--- src/rtl/adc_pkg.sv ---
// Shared types and sizing helpers for the multi-channel SAR ADC reader.
// Pure declarations; no logic, no latency, no flow control.
package adc_pkg;

    typedef enum logic [2:0] {
        IDLE,
        CONV,
        READ,
        DONE,
        ACQ
    } adc_state_e;

    // Wide enough to hold the largest down-count the FSM ever loads.
    function automatic int cnt_w(input int conv, input int acq, input int div);
        int m;
        m = conv;
        if (acq > m) m = acq;
        if (2 * div > m) m = 2 * div;
        return (m < 2) ? 1 : $clog2(m);
    endfunction

    // Edges from the start-accepting edge up to and including the VALID edge.
    function automatic int valid_latency(input int conv, input int div, input int w);
        return 1 + conv + 2 * div * w;
    endfunction

endpackage

--- src/rtl/adc_sck_gen.sv ---
// Serial clock generator: DATA_W pulses of 2*SCK_DIV cycles, low half first.
// Strobes are combinational from local flops; counters clear whenever en_i drops.
module adc_sck_gen #(
    parameter int DATA_W  = 16,
    parameter int SCK_DIV = 1
) (
    input  logic clk_i,
    input  logic rst_i,
    input  logic en_i,
    output logic sck_o,
    output logic sample_o,
    output logic done_o
);
    localparam int PH_W  = (SCK_DIV < 2) ? 1 : $clog2(SCK_DIV);
    localparam int BIT_W = $clog2(DATA_W);

    logic [PH_W-1:0]  ph_q;
    logic [BIT_W-1:0] bit_q;
    logic             hi_q;
    logic             sck_q;
    logic             ph_end;

    assign ph_end   = (ph_q == PH_W'(SCK_DIV - 1));
    assign sample_o = en_i & ph_end & ~hi_q;
    assign done_o   = en_i & ph_end & hi_q & (bit_q == BIT_W'(DATA_W - 1));
    assign sck_o    = sck_q;

    always_ff @(posedge clk_i or posedge rst_i) begin
        if (rst_i) begin
            ph_q  <= '0;
            bit_q <= '0;
            hi_q  <= 1'b0;
            sck_q <= 1'b0;
        end else if (!en_i) begin
            ph_q  <= '0;
            bit_q <= '0;
            hi_q  <= 1'b0;
            sck_q <= 1'b0;
        end else if (ph_end) begin
            // SCK rises as the low half ends and falls as the high half ends.
            ph_q  <= '0;
            hi_q  <= ~hi_q;
            sck_q <= ~hi_q;
            if (hi_q) bit_q <= bit_q + 1'b1;
        end else begin
            ph_q <= ph_q + 1'b1;
        end
    end

endmodule

--- src/rtl/adc_pulsar_array_if.sv ---
// NUM_CH-wide AD7685 reader on shared CNV/SCK; VALID 1+CONV+2*SCK_DIV*DATA_W edges after start.
// No backpressure: RESULT is held until the next VALID; ADC_OVR_FLAG_EN adds the OVR flag.
module adc_pulsar_array_if
    import adc_pkg::*;
#(
    parameter int DATA_W      = 16,
    parameter int NUM_CH      = 4,
    parameter int CONV_CYCLES = 128,
    parameter int ACQ_CYCLES  = 72,
    parameter int SCK_DIV     = 1
) (
    input  logic                     CLK,
    input  logic                     rst,
    input  logic                     CNV_START,
    input  logic                     FREE_RUN,
    input  logic [NUM_CH-1:0]        SDO,
    output logic                     CNV,
    output logic                     SCK,
    output logic                     SDI,
    output logic                     BUSY,
    output logic [NUM_CH*DATA_W-1:0] RESULT,
    output logic                     VALID,
    output logic                     OVR
);
    localparam int CW = cnt_w(CONV_CYCLES, ACQ_CYCLES, SCK_DIV);

    adc_state_e                state_q;
    logic [CW-1:0]             cnt_q;
    logic                      cnv_q;
    logic                      busy_q;
    logic                      valid_q;
    logic [NUM_CH*DATA_W-1:0]  shadow_q;
    logic [NUM_CH*DATA_W-1:0]  shadow_d;
    logic [NUM_CH*DATA_W-1:0]  result_q;
    logic                      sck_en;
    logic                      sample;
    logic                      rd_done;

    assign sck_en = (state_q == READ);

    adc_sck_gen #(
        .DATA_W  (DATA_W),
        .SCK_DIV (SCK_DIV)
    ) u_sck_gen (
        .clk_i    (CLK),
        .rst_i    (rst),
        .en_i     (sck_en),
        .sck_o    (SCK),
        .sample_o (sample),
        .done_o   (rd_done)
    );

    always_comb begin
        shadow_d = shadow_q;
        for (int c = 0; c < NUM_CH; c++) begin
            shadow_d[c*DATA_W +: DATA_W] = {shadow_q[c*DATA_W +: DATA_W-1], SDO[c]};
        end
    end

    always_ff @(posedge CLK or posedge rst) begin
        if (rst) begin
            state_q  <= IDLE;
            cnt_q    <= '0;
            cnv_q    <= 1'b0;
            busy_q   <= 1'b0;
            valid_q  <= 1'b0;
            shadow_q <= '0;
            result_q <= '0;
        end else begin
            valid_q <= 1'b0;
            if (sample) shadow_q <= shadow_d;
            case (state_q)
                IDLE: begin
                    if (CNV_START || FREE_RUN) begin
                        state_q <= CONV;
                        cnv_q   <= 1'b1;
                        busy_q  <= 1'b1;
                        cnt_q   <= CW'(CONV_CYCLES - 1);
                    end
                end
                CONV: begin
                    if (cnt_q == '0) begin
                        state_q <= READ;
                        cnv_q   <= 1'b0;
                    end else begin
                        cnt_q <= cnt_q - 1'b1;
                    end
                end
                READ: begin
                    if (rd_done) begin
                        state_q  <= DONE;
                        result_q <= shadow_q;
                        valid_q  <= 1'b1;
                    end
                end
                DONE: begin
                    if (ACQ_CYCLES == 0) begin
                        state_q <= IDLE;
                        busy_q  <= 1'b0;
                    end else begin
                        state_q <= ACQ;
                        cnt_q   <= CW'(ACQ_CYCLES - 1);
                    end
                end
                ACQ: begin
                    if (cnt_q == '0) begin
                        state_q <= IDLE;
                        busy_q  <= 1'b0;
                    end else begin
                        cnt_q <= cnt_q - 1'b1;
                    end
                end
                default: state_q <= IDLE;
            endcase
        end
    end

    assign CNV    = cnv_q;
    assign BUSY   = busy_q;
    assign VALID  = valid_q;
    assign RESULT = result_q;
    assign SDI    = 1'b1;

`ifdef ADC_OVR_FLAG_EN
    logic ovr_q;

    // A request landing on the VALID cycle must still be reported.
    always_ff @(posedge CLK or posedge rst) begin
        if (rst) begin
            ovr_q <= 1'b0;
        end else if (CNV_START && busy_q) begin
            ovr_q <= 1'b1;
        end else if (valid_q) begin
            ovr_q <= 1'b0;
        end
    end

    assign OVR = ovr_q;
`else
    assign OVR = 1'b0;
`endif

endmodule

--- config.mk ---
export PLATFORM = sky130hd
export DESIGN_NAME = adc_pulsar_array_if
export DESIGN_NICKNAME = d
export VERILOG_FILES = /design/src/rtl/adc_pkg.sv /design/src/rtl/adc_sck_gen.sv /design/src/rtl/adc_pulsar_array_if.sv
export SDC_FILE = /design/constraint.sdc
export NUM_CORES = 1
export LEC_CHECK = 0
export BUFFER_PORTS_ARGS = -buffer_cell sky130_fd_sc_hd__buf_2
export CAP_MARGIN = 10
export CORE_ASPECT_RATIO = 0.7
export CORE_UTILIZATION = 50
export DETAILED_ROUTE_END_ITERATION = 12
export PLACE_DENSITY = 0.74
export REMOVE_ABC_BUFFERS = 1
export SYNTH_ARGS = -nofsm -noshare
export SYNTH_HDL_FRONTEND = slang
export SYNTH_SLANG_ARGS = --single-unit
export TNS_END_PERCENT = 100
--- constraint.sdc ---
create_clock -name CLK -period 4.2 [get_ports CLK]
set_clock_uncertainty 0.2 [all_clocks]
set_input_delay 0 -clock CLK [delete_from_list [all_inputs] [get_ports CLK]]
set_output_delay 0 -clock CLK [all_outputs]
set_load 0.01 [all_outputs]
* Word-level counts from Yosys, hierarchy flattened
Index checks and enable logic that the tools add are counted.
** Word-level totals
- Register bits :: 147
- Bits of input ports :: 8
- Output and inout port bits :: 70
- Logic and storage cells :: 65
** Operators by class
- Add/subtract/negate cells :: 3
- Equal/unequal tests :: 12
- Multiplexer cells :: 21
- Bitwise logic cells :: 6
- Reduce and logical (&&, ||, !) cells :: 13
** Operators by type and width (count)
- 7-bit one-hot mux with 3 select lines :: 1
- 3-bit one-hot mux with 5 select lines :: 1
- 7-bit two-way mux :: 2
- 2-bit != test, second input constant :: 7
- 3-bit two-way mux :: 4
- 4-bit two-way mux :: 3
- 3-bit AND reduction :: 3
- 1-bit two-way mux :: 8
- 7-bit logical NOT :: 1
- 7-bit by 1-bit subtractor with 7-bit output, second input constant :: 1
- 3-bit by 2-bit == test with 1-bit output, second input constant :: 2
- 4-bit by 1-bit adder with 4-bit output, second input constant :: 1
- 1-bit AND :: 4
- 4-bit == test, second input constant :: 1
- 1-bit one-hot mux with 2 select lines :: 2
- 2-bit AND reduction :: 2
- 4-bit AND reduction :: 1
- 2-bit nonzero test :: 2
- 3-bit by 1-bit == test with 1-bit output, second input constant :: 1
- 3-bit == test, second input constant :: 1
- 3-bit logical NOT :: 1
- 3-bit nonzero test :: 1
- 1-bit NOT :: 2
- 2-bit OR reduction :: 1
- other kinds (2) :: 2

* Logic depth before layout (Yosys ltp)
Gate-level depths: netlist (run 1).
- Depth after elaboration :: 6
- Gate-level depth with buffers :: 8
- Depth with buffers taken out :: 6

* Hierarchy
A second synthesis (run 1) with hierarchy kept.
** Unflattened totals
- Cell total of the unflattened synthesis :: 382
- Area, all modules :: 5773.0 µm²
** By module, submodules not included
- adc_pulsar_array_if :: times used 1, cells an instance 358, area each 5524.0 µm², sequential area each 3528.4 µm²
- adc_sck_gen :: times used 1, cells an instance 24, area each 249.0 µm², sequential area each 125.1 µm²

* Worst setup path before layout (run 1)
OpenSTA, ideal clock, no wires.
- Path type :: reg-to-reg
- Start point :: reg cnt_q[0]
- End point :: reg cnt_q[1]
- Arrival time :: 1.975 ns
- Path slack :: 1.900 ns
- Cell stages (with the launch flop) :: 7
- Path buffers :: 0
- Period minus slack after synthesis :: 2.300 ns
- Cells stage by stage :: dfrtp_1 inv_1 ha_1 or4b_4 o311ai_4 o311a_4 mux2_4
** Between the ends
- Word-level cells in the longest chain between the ends :: 3
- Elaborated cells on any way between the ends :: 6
- Classes of those cells :: add/sub: 1; eq/ne: 1; mux: 2; reduce/logical: 2
** RTL lines
- start: declaration :: RTL line adc_pulsar_array_if.sv:28 : logic [CW-1:0] cnt_q;
- start signal: assignment :: RTL line adc_pulsar_array_if.sv:78 : cnt_q <= CW'(CONV_CYCLES - 1);
- start signal: assignment :: RTL line adc_pulsar_array_if.sv:86 : cnt_q <= cnt_q - 1'b1;
- start signal: assignment :: RTL line adc_pulsar_array_if.sv:102 : cnt_q <= CW'(ACQ_CYCLES - 1);
- 7-bit by 1-bit subtractor with 7-bit output or 7-bit logical NOT (tied branches)
- 7-bit two-way mux or 2-bit != test (tied branches)
- 7-bit one-hot mux with 3 select lines or 3-bit AND reduction (tied branches)
Parallel ways exist; a longest one is shown, timed or not. The select of a mux whose other input is x is not followed.
A chain may end at the register's enable or synchronous reset.

* Worst setup path in the final report (run 1)
- Start point :: reg state_q[1]
- End point :: reg shadow_q[13]
** Between the ends
- Word-level cells in the longest chain between the ends :: 3
** RTL lines
- start: declaration :: RTL line adc_pulsar_array_if.sv:27 : adc_state_e state_q;
- start signal: assignment :: RTL line adc_pulsar_array_if.sv:62 : state_q <= IDLE;
- start signal: assignment :: RTL line adc_pulsar_array_if.sv:75 : state_q <= CONV;
- start signal: assignment :: RTL line adc_pulsar_array_if.sv:83 : state_q <= READ;
- 3-bit by 2-bit == test with 1-bit output :: RTL line adc_pulsar_array_if.sv:39 : assign sck_en = (state_q == READ);
- 1-bit AND (2 in a row) :: RTL line adc_sck_gen.sv:24 : assign sample_o = en_i & ph_end & ~hi_q;
- end signal: assignment :: RTL line adc_pulsar_array_if.sv:71 : if (sample) shadow_q <= shadow_d;
- end: declaration :: RTL line adc_pulsar_array_if.sv:32 : logic [NUM_CH*DATA_W-1:0] shadow_q;
No other way between the ends.

==> impl_summary.log, run 1 <==
INFO  metric synthesis.area = 0.00582 mm^2
INFO  metric die_area = 0.0121 mm^2
INFO  metric pin_count_of_the_biggest_net_entering_global_routing = 115
INFO  metric p_total = 3340 uW
INFO  metric max_stage_delay = 0.66 ns
INFO  metric holdCritPathClass = in -> async
INFO  metric htreeDepth = 4
INFO  metric antenna_left = 0
INFO  metric synth-seq-cells = 146
INFO  metric fp.dieH = 92.3 um
INFO  metric post_route_cells_drive_above_1_share = 53.4%
INFO  metric synthesis.instances = 376
INFO  metric status = completed
INFO  metric ys_warn_count = 0
INFO  metric post-route-min-period = 2.73 ns
INFO  metric dieWidth = 131 um
INFO  metric area.growth.synth_to_final = 20.5%
INFO  metric first_global_vias = 3244
INFO  metric first_drt_pass_iteration_count = 4
INFO  metric worst_ir_drop_vdd = 0.284 mV
INFO  metric final-seq-area = 0.00365 mm^2
INFO  metric multi_input_comb_area = 0.00198 mm^2
INFO  metric synth-async-reset-ratio = 100%
INFO  metric rows = 32
INFO  metric max-slew-margin-rel = 32.6%
INFO  metric cts.sink_count = 146
INFO  metric io-pin-count = 78
INFO  metric drv_cap = 0
INFO  metric min_period_over_period = 64.9%
INFO  metric detailroute.via_count = 3193
INFO  metric synth-seq-area-share = 62.8%
INFO  metric setup_tns = 0 ns
INFO  metric final_net_count = 470
INFO  metric cts_root_buf = clkbuf_16
INFO  metric startpoint_type = flop
INFO  metric numCtsBuffers = 17
INFO  metric worstPathCellList = nand2b_1 > or2_2 > nor2_4 > buf_12 > mux2_2
INFO  metric grt_antenna_before_repair = 0
INFO  metric timing.critical_path.arrival = 2.82 ns
INFO  metric synth_cell_type_count = 37
INFO  metric timing_worst_setup_path_type = reg -> reg
INFO  metric critical_path_buf_inv_count = 1
INFO  metric timing.critical_path.slowest_stage_cell = nor2_4
INFO  metric p_leak = 0.00368 uW
INFO  metric layout.filler_cells = 835
INFO  metric synth_enable_flop_cells = 0
INFO  metric cp_top_family = simple AND/OR/NAND/NOR gates
INFO  metric grtUsageTotal = 18.2%
INFO  metric grt_setup_unrepaired = false
INFO  metric placeableCoreArea = 0.0112 mm^2
INFO  metric finalMaxSlewViolations = 0
INFO  metric diode_insertion_count_for_antenna_repair = 0
INFO  metric max_clock_freq = 0.367 GHz
INFO  metric cts-root-to-sink-buffers = 2
INFO  metric cts_tree = done
INFO  metric power.density = 476 mW/mm^2
INFO  metric detailed_place_hpwl = 6260 um
INFO  metric post-route-drc-count = 0
INFO  metric clkTransAtPathRegs = 0.06 ns
INFO  metric final_wl = 9950 um
INFO  metric yosys_most_used_dff = dfrtp_1
INFO  metric timing.critical_path.required = 4.29 ns
INFO  metric worstSkewPairLatency = 0.41 ns
INFO  metric grt_remaining_overflow = 0
INFO  metric synth_area_per_cell = 15.5 um^2
INFO  metric globalplace.congestion = 0.790
INFO  metric drt_first_iter_violations = 203
INFO  metric hold_viol_final = 0
INFO  metric via_per_inst = 5.11
INFO  metric crit_path_end_kind = flop
INFO  metric crit_path_max_fanout = 37
INFO  metric finalSetupViolCount = 0
INFO  metric wire_length_of_the_first_global_routing_pass = 16400 um
INFO  metric routedWlPerCell = 15.9 um
INFO  metric start_util = 52.1%
INFO  metric place.port_buffers = 75
INFO  metric max_slew.worst_pin.slew = 1.01 ns
[registers in the layout, indices dropped and copies added, names as in the netlist]
name	flops
u_sck_gen.hi_q	1
CNV	1
BUSY	1
RESULT	64
state_q	3
shadow_q	64
cnt_q	7
u_sck_gen.bit_q	4
VALID	1
[per-stage QoR]
step / cells / setup WS [ns] / hold WS, ns / util, % / area [um^2]
after floorplan: 353 / -0.239 / -0.0482 / - / 5640
after global placement: 585 / 1.54 / 0.0363 / 56.2 / 6280
after detailed placement: 585 / 1.46 / 0.0372 / 56.2 / 6280
after CTS: 625 / 1.46 / 0.141 / 62.8 / 7020
after global routing: 625 / 1.31 / 0.162 / 62.8 / 7020
final: 625 / 1.47 / 0.147 / 62.8 / 7020
[cell families (layout without fill, tap and decap cells)]
kind of cell | count (synthesis) | count (layout) | share of synthesized area (%)
xor gates and xnor gates | 5 | 5 | 0.753
buffers and inverters | 30 | 126 | 3.50
AOI/OAI and AO/OA | 22 | 22 | 3.44
and+or+nand+nor | 37 | 37 | 3.40
muxes | 131 | 131 | 25.4
adders and majority gates | 3 | 3 | 0.645
other | 2 | 2 | 0.129
DFF | 146 | 146 | 62.8
[synth_stat cells, drive strengths merged, types with 2 or more instances]
cell type | instances | share of area (%)
nand4 | 2 | 0.21
o41ai | 2 | 0.62
conb | 2 | 0.13
nor3 | 4 | 0.34
ha | 3 | 0.64
nand2 | 5 | 0.32
nand3b | 2 | 0.26
nor2 | 12 | 0.82
a21o | 2 | 0.26
mux2 | 129 | 25
a32oi | 3 | 0.45
xor2 | 2 | 0.30
dfrtp | 146 | 63
mux2i | 2 | 0.34
buf | 20 | 2.9
nand3 | 2 | 0.17
or2 | 5 | 0.54
a21oi | 9 | 0.77
inv | 7 | 0.45
clkbuf | 3 | 0.19
xnor2 | 3 | 0.45
[metal layers]
| metal | vias up | part of all wire [%] | GRT usage (%) |
|---|---|---|---|
| met5 | - | 0 | 0 |
| met4 | 0 | 1.3 | 7.95 |
| met3 | 11 | 6.3 | 6.24 |
| met2 | 81 | 44 | 25.4 |
| met1 | 1615 | 49 | 25.5 |
| li1 | 1486 | - | - |
[cell usage in the layout (no fill, tap or decap), types with 2 or more instances in the layout]
master / n
a21o_1: 2
a21oi_1: 9
a32oi_1: 3
buf_12: 2
buf_2: 75
buf_4: 2
bufinv_16: 5
clkbuf_1: 2
clkbuf_16: 17
clkbuf_8: 3
clkinv_2: 4
conb_1: 2
dfrtp_1: 146
dlygate4sd3_1: 8
ha_1: 3
inv_1: 6
mux2_2: 128
mux2i_1: 2
nand2_1: 5
nand3_1: 2
nand3b_1: 2
nand4_1: 2
nor2_1: 10
nor2_4: 2
nor3_1: 4
or2_2: 5
xnor2_1: 3
xor2_1: 2
[worst min-delay path, stage by stage]
cell,delay (ns)
dlygate4sd3_1,0.53
buf_2,0.14
inv_6,0.65
[power breakdown]
group | internal [uW] | total [uW] | switching [uW] | leakage [uW]
clock network | 1100 | 1650 | 555 | 0.000324
registers | 1440 | 1500 | 57.1 | 0.00201
logic | 89.3 | 189 | 99.8 | 0.00135
total | 2630 | 3340 | 712 | 0.00368
[worst paths after layout]
path	startpoint	end	slack (ns)	cells after the start
hold reg to reg	RESULT[35]	RESULT[35]	0.30	1
min in group CLK	SDO[0]	shadow_q[0]	0.15	3
hold / removal	rst	RESULT[3]	0.15	3
setup reg to reg	state_q[1]	shadow_q[13]	1.47	5
max in group asynchronous	rst	shadow_q[27]	2.59	4
setup / recovery	state_q[1]	shadow_q[13]	1.47	5
[timing repair]
item / CTS / global route
hold buffers: 8 / 0
buffers inserted: 0 / 0
gates resized for setup: 0 / 0
hold endpoints to repair: 126 / 0
[area by class of cell]
type	instances	area share (%)
Clock buffer	22	6.76
Inverter	7	0.446
Multi-Input combinational cell	200	28.2
Timing Repair Buffer	87	7.28
Clock inverter	10	2.55
Sequential cell	146	52.1
Tap cell	153	2.73
No activity file was read; power rests on OpenSTA's default activity.
==> inputs of run 2 (changes only) <==
--- a/config.mk
+++ b/config.mk
@@ -5,12 +5,13 @@
 export SDC_FILE = /design/constraint.sdc
 export NUM_CORES = 1
 export LEC_CHECK = 0
+export ABC_AREA = 1
 export BUFFER_PORTS_ARGS = -buffer_cell sky130_fd_sc_hd__buf_2
 export CAP_MARGIN = 10
 export CORE_ASPECT_RATIO = 0.7
 export CORE_UTILIZATION = 50
 export DETAILED_ROUTE_END_ITERATION = 12
-export PLACE_DENSITY = 0.74
+export PLACE_DENSITY = 0.73
 export REMOVE_ABC_BUFFERS = 1
 export SYNTH_ARGS = -nofsm -noshare
 export SYNTH_HDL_FRONTEND = slang
==> constraint.sdc (replaced) <==
create_clock -name CLK -period 2.3 [get_ports CLK]
set_clock_uncertainty 0.2 [all_clocks]
set_input_delay 0 -clock CLK [delete_from_list [all_inputs] [get_ports CLK]]
set_output_delay 0 -clock CLK [all_outputs]
set_load 0.01 [all_outputs]
==> run 2 against run 1 <==
Compared with the run above: the run now ends with negative hold slack left; largest power group is now sequential cells; area after synthesis rose by 2.9%; clock-buffer cell count unchanged; clock power is 52% higher; combinational power down 61%; flip-flop and latch count is the same; setup slack got worse by 1.1 ns; utilization is 2.3 points lower; non-clock buffer count rose by 6; register-to-register slack got worse by 1.1 ns; critical path depth increased by 3; final cell count up 38%; critical endpoint is now RESULT[15].
==> impl_summary.log, run 2 <==
INFO  metric synth_cell_type_count = 28 (-24%)
INFO  metric synth-async-reset-ratio = 100% (unchanged)
INFO  metric reg2reg_from = u_sck_gen.bit_q[0]
INFO  metric critPathCapture = RESULT[15]
INFO  metric first_drt_pass_iteration_count = 4 (unchanged)
INFO  metric finalSetupViolCount = 0 (unchanged)
INFO  metric final_wl = 10900 um (+9.9%)
INFO  metric grtUsageTotal = 19.5% (+1.3 points)
INFO  metric fin_worst_hold_slack = -0.0114 ns (-0.158 ns)
INFO  metric p_leak = 0.00352 uW (-4.4%)
INFO  metric rows = 33 (+3.1%)
INFO  metric area.growth.synth_to_final = 18.0%
INFO  metric dp_cells = 830 (+42%)
INFO  metric final_net_count = 710 (+51%)
INFO  metric io-pin-count = 78 (unchanged)
INFO  metric start_util = 51.3% (-0.84 points)
INFO  metric commonest_non_fill_non_tap_cell_in_the_layout = nand2_1
INFO  metric cts_root_buf = clkbuf_16
INFO  metric grt_setup_unrepaired = false
INFO  metric route.top_layer_used = met4
INFO  metric timing.critical_path.arrival = 1.98 ns (-0.84 ns)
INFO  metric min_period_over_period = 82.0% (+17 points)
INFO  metric synthesis.instances = 616 (+64%)
INFO  metric ys_warn_count = 0 (unchanged)
INFO  metric detail_route.wirelength.met1 = 5380 um (+11%)
INFO  metric power.density = 728 mW/mm^2 (+53%)
INFO  metric max-slew-margin-rel = 64.1% (+32 points)
INFO  metric cts-root-to-sink-buffers = 2 (unchanged)
INFO  metric detailroute.via_count = 4160 (+30%)
INFO  metric crit_path_max_fanout = 33 (-11%)
INFO  metric fp.dieH = 93.6 um (+1.4%)
INFO  metric synth_area_per_cell = 9.73 um^2 (-37%)
INFO  metric synthMostInstantiatedCell = nand2_1
INFO  metric crit_path_end_kind = flop
INFO  metric hold_viol_final = 4 (+4)
INFO  metric post_synth_main_area_contributors = dfrtp_1 (61%), nand2_1 (12%), o21ai_2 (5.8%)
INFO  metric place.port_buffers = 75 (unchanged)
INFO  metric path_depth_of_the_worst_reg2reg_path = 8 (+3)
INFO  metric worst_setup_path_startpoint = u_sck_gen.bit_q[0]
INFO  metric post_cts.resized_instances = 0 (unchanged)
INFO  metric clkTransAtPathRegs = 0.06 ns (about the same)
INFO  metric synthesis.area = 0.00599 mm^2 (+2.9%)
INFO  metric cts.sink_count = 146 (unchanged)
INFO  metric max_slew.worst_pin.slew = 0.535 ns (-0.476 ns)
INFO  metric pin_count_of_the_biggest_net_entering_global_routing = 79 (-31%)
INFO  metric globalplace.congestion = 0.828 (+4.8%)
INFO  metric timing_worst_setup_path_type = reg -> reg
INFO  metric yosys_most_used_dff = dfrtp_1
INFO  metric startpoint_type = flop
INFO  metric synth-seq-cells = 146 (unchanged)
INFO  metric timing.rr.end = RESULT[15]
INFO  metric met3_length = 539 um (-14%)
INFO  metric detailed_place_hpwl = 7250 um (+16%)
INFO  metric drv_cap = 0 (unchanged)
INFO  metric synth-seq-area-share = 61.0% (-1.8 points)
INFO  metric max_clock_freq = 0.530 GHz (+45%)
INFO  metric drt_first_iter_violations = 277 (+36%)
INFO  metric wire_length_of_the_first_global_routing_pass = 18600 um (+14%)
INFO  metric placeableCoreArea = 0.0117 mm^2 (+4.6%)
INFO  metric htreeDepth = 4 (unchanged)
INFO  metric multi_input_comb_area = 0.00182 mm^2 (-7.7%)
INFO  metric failed_checks = negative hold slack
INFO  metric final_cell_mix = nand2_1 (190), dfrtp_1 (146), buf_2 (75)
INFO  metric final-seq-area = 0.00365 mm^2 (unchanged)
INFO  metric first_global_vias = 3943 (+22%)
INFO  metric setup_tns = 0 ns (unchanged)
INFO  metric diode_insertion_count_for_antenna_repair = 0 (unchanged)
INFO  metric synth_enable_flop_cells = 0 (unchanged)
INFO  metric worst_ir_drop_vdd = 0.513 mV (+81%)
INFO  metric die_area = 0.0124 mm^2 (+2.9%)
INFO  metric layoutNonFillerInstCount = 865 (+38%)
INFO  metric cts_tree = done
INFO  metric worstSkewPairLatency = 0.41 ns (about the same)
INFO  metric holdCritPathClass = in -> async
INFO  metric routedWlPerCell = 12.6 um (-21%)
INFO  metric dieWidth = 133 um (+1.4%)
INFO  metric layout.filler_cells = 973 (+17%)
INFO  metric synthDominantCellAreaShare = 61.0% (-1.8 points)
INFO  metric post-route-drc-count = 0 (unchanged)
INFO  metric netlist.top_cell.by_area = dfrtp_1
INFO  metric via_per_inst = 4.81 (-5.9%)
INFO  metric status = complete, but fails checks
INFO  metric finalMaxSlewViolations = 0 (unchanged)
INFO  metric post_route_cells_drive_above_1_share = 23.6% (-30 points)
INFO  metric grt_antenna_before_repair = 0 (unchanged)
INFO  metric r2r_setup_slack = 0.41 ns (-1.06 ns)
INFO  metric grt_remaining_overflow = 0 (unchanged)
INFO  metric yosys-top-cells-count = nand2_1 (190), dfrtp_1 (146), inv_1 (70)
INFO  metric routed-wl-met2 = 4870 um (+12%)
INFO  metric timing.critical_path.required = 2.39 ns (-1.90 ns)
INFO  metric numCtsBuffers = 17 (unchanged)
INFO  metric post-route-min-period = 1.89 ns (-0.841 ns)
INFO  metric antenna_left = 0 (unchanged)
==> run 2: cell families after synthesis <==
logic type,share of synthesized area [%]
simple gates,15.5
flops,61.0
compound gates,13.8
buf+inv,8.65
fa+ha+maj,0.627
xor+xnor,0.292
other cells,0.125
==> run 2: worst min-delay path by stage <==
stage / startpoint / endpoint / slack, ns / cells past startpoint
floorplan: SDO[0] / shadow_q[0] / -0.08 / 2
global placement: rst / RESULT[19] / -0.11 / 2
detailed placement: rst / RESULT[18] / -0.10 / 2
CTS: rst / RESULT[18] / 0.005 / 3
global route: rst / RESULT[18] / 0.03 / 3
finish: rst / RESULT[18] / -0.01 / 3
==> run 2: critical path, stage by stage, from the launching register on <==
cell and delay (ns):
dfrtp_1 0.41, ha_1 0.23, nand3_1 0.13, nor2_2 0.06, nand2_4 0.29, buf_4 0.23
inv_2 0.07, nand2_1 0.07, nand2_1 0.06
==> run 2: stage by stage <==
step	hold WS [ns]	power [uW]	utilization (%)	cell area [um^2]	setup slack, ns
5_1_grt	0.0281	5310	60.5	7070	0.307
3_3_place_gp	-0.113	2680	55.3	6470	0.528
3_5_place_dp	-0.102	2680	55.3	6470	0.434
2_1_floorplan	-0.0790	2660	-	5750	-1.82
6_report	-0.0114	5150	60.5	7070	0.414
4_1_cts	0.00512	5200	60.5	7070	0.421
==> run 2: layout make-up <==
type,instances,area share [%]
Inverter,74,4.03
Multi-Input combinational cell,367,25.8
Clock inverter,6,0.832
Timing Repair Buffer,93,8.18
Sequential cell,146,51.7
Tap cell,157,2.78
Clock buffer,22,6.71
==> run 2: timing repair <==
action / CTS / global route
hold endpoints to repair: 154 / 0
hold buffers: 7 / 0
buffers inserted: 0 / 0
==> run 2: per-layer routing <==
metal	global-route usage, %	vias up
met5	0	-
met4	7.57	0
met3	5.58	13
met2	28.2	86
met1	27.6	1943
li1	-	2118
==> run 2: where the power goes <==
group	total, uW	switching (uW)	internal [uW]
combinational	73.2	53.8	19.4
clock	2510	964	1540
sequential	2570	0	2570
total	5150	1020	4130
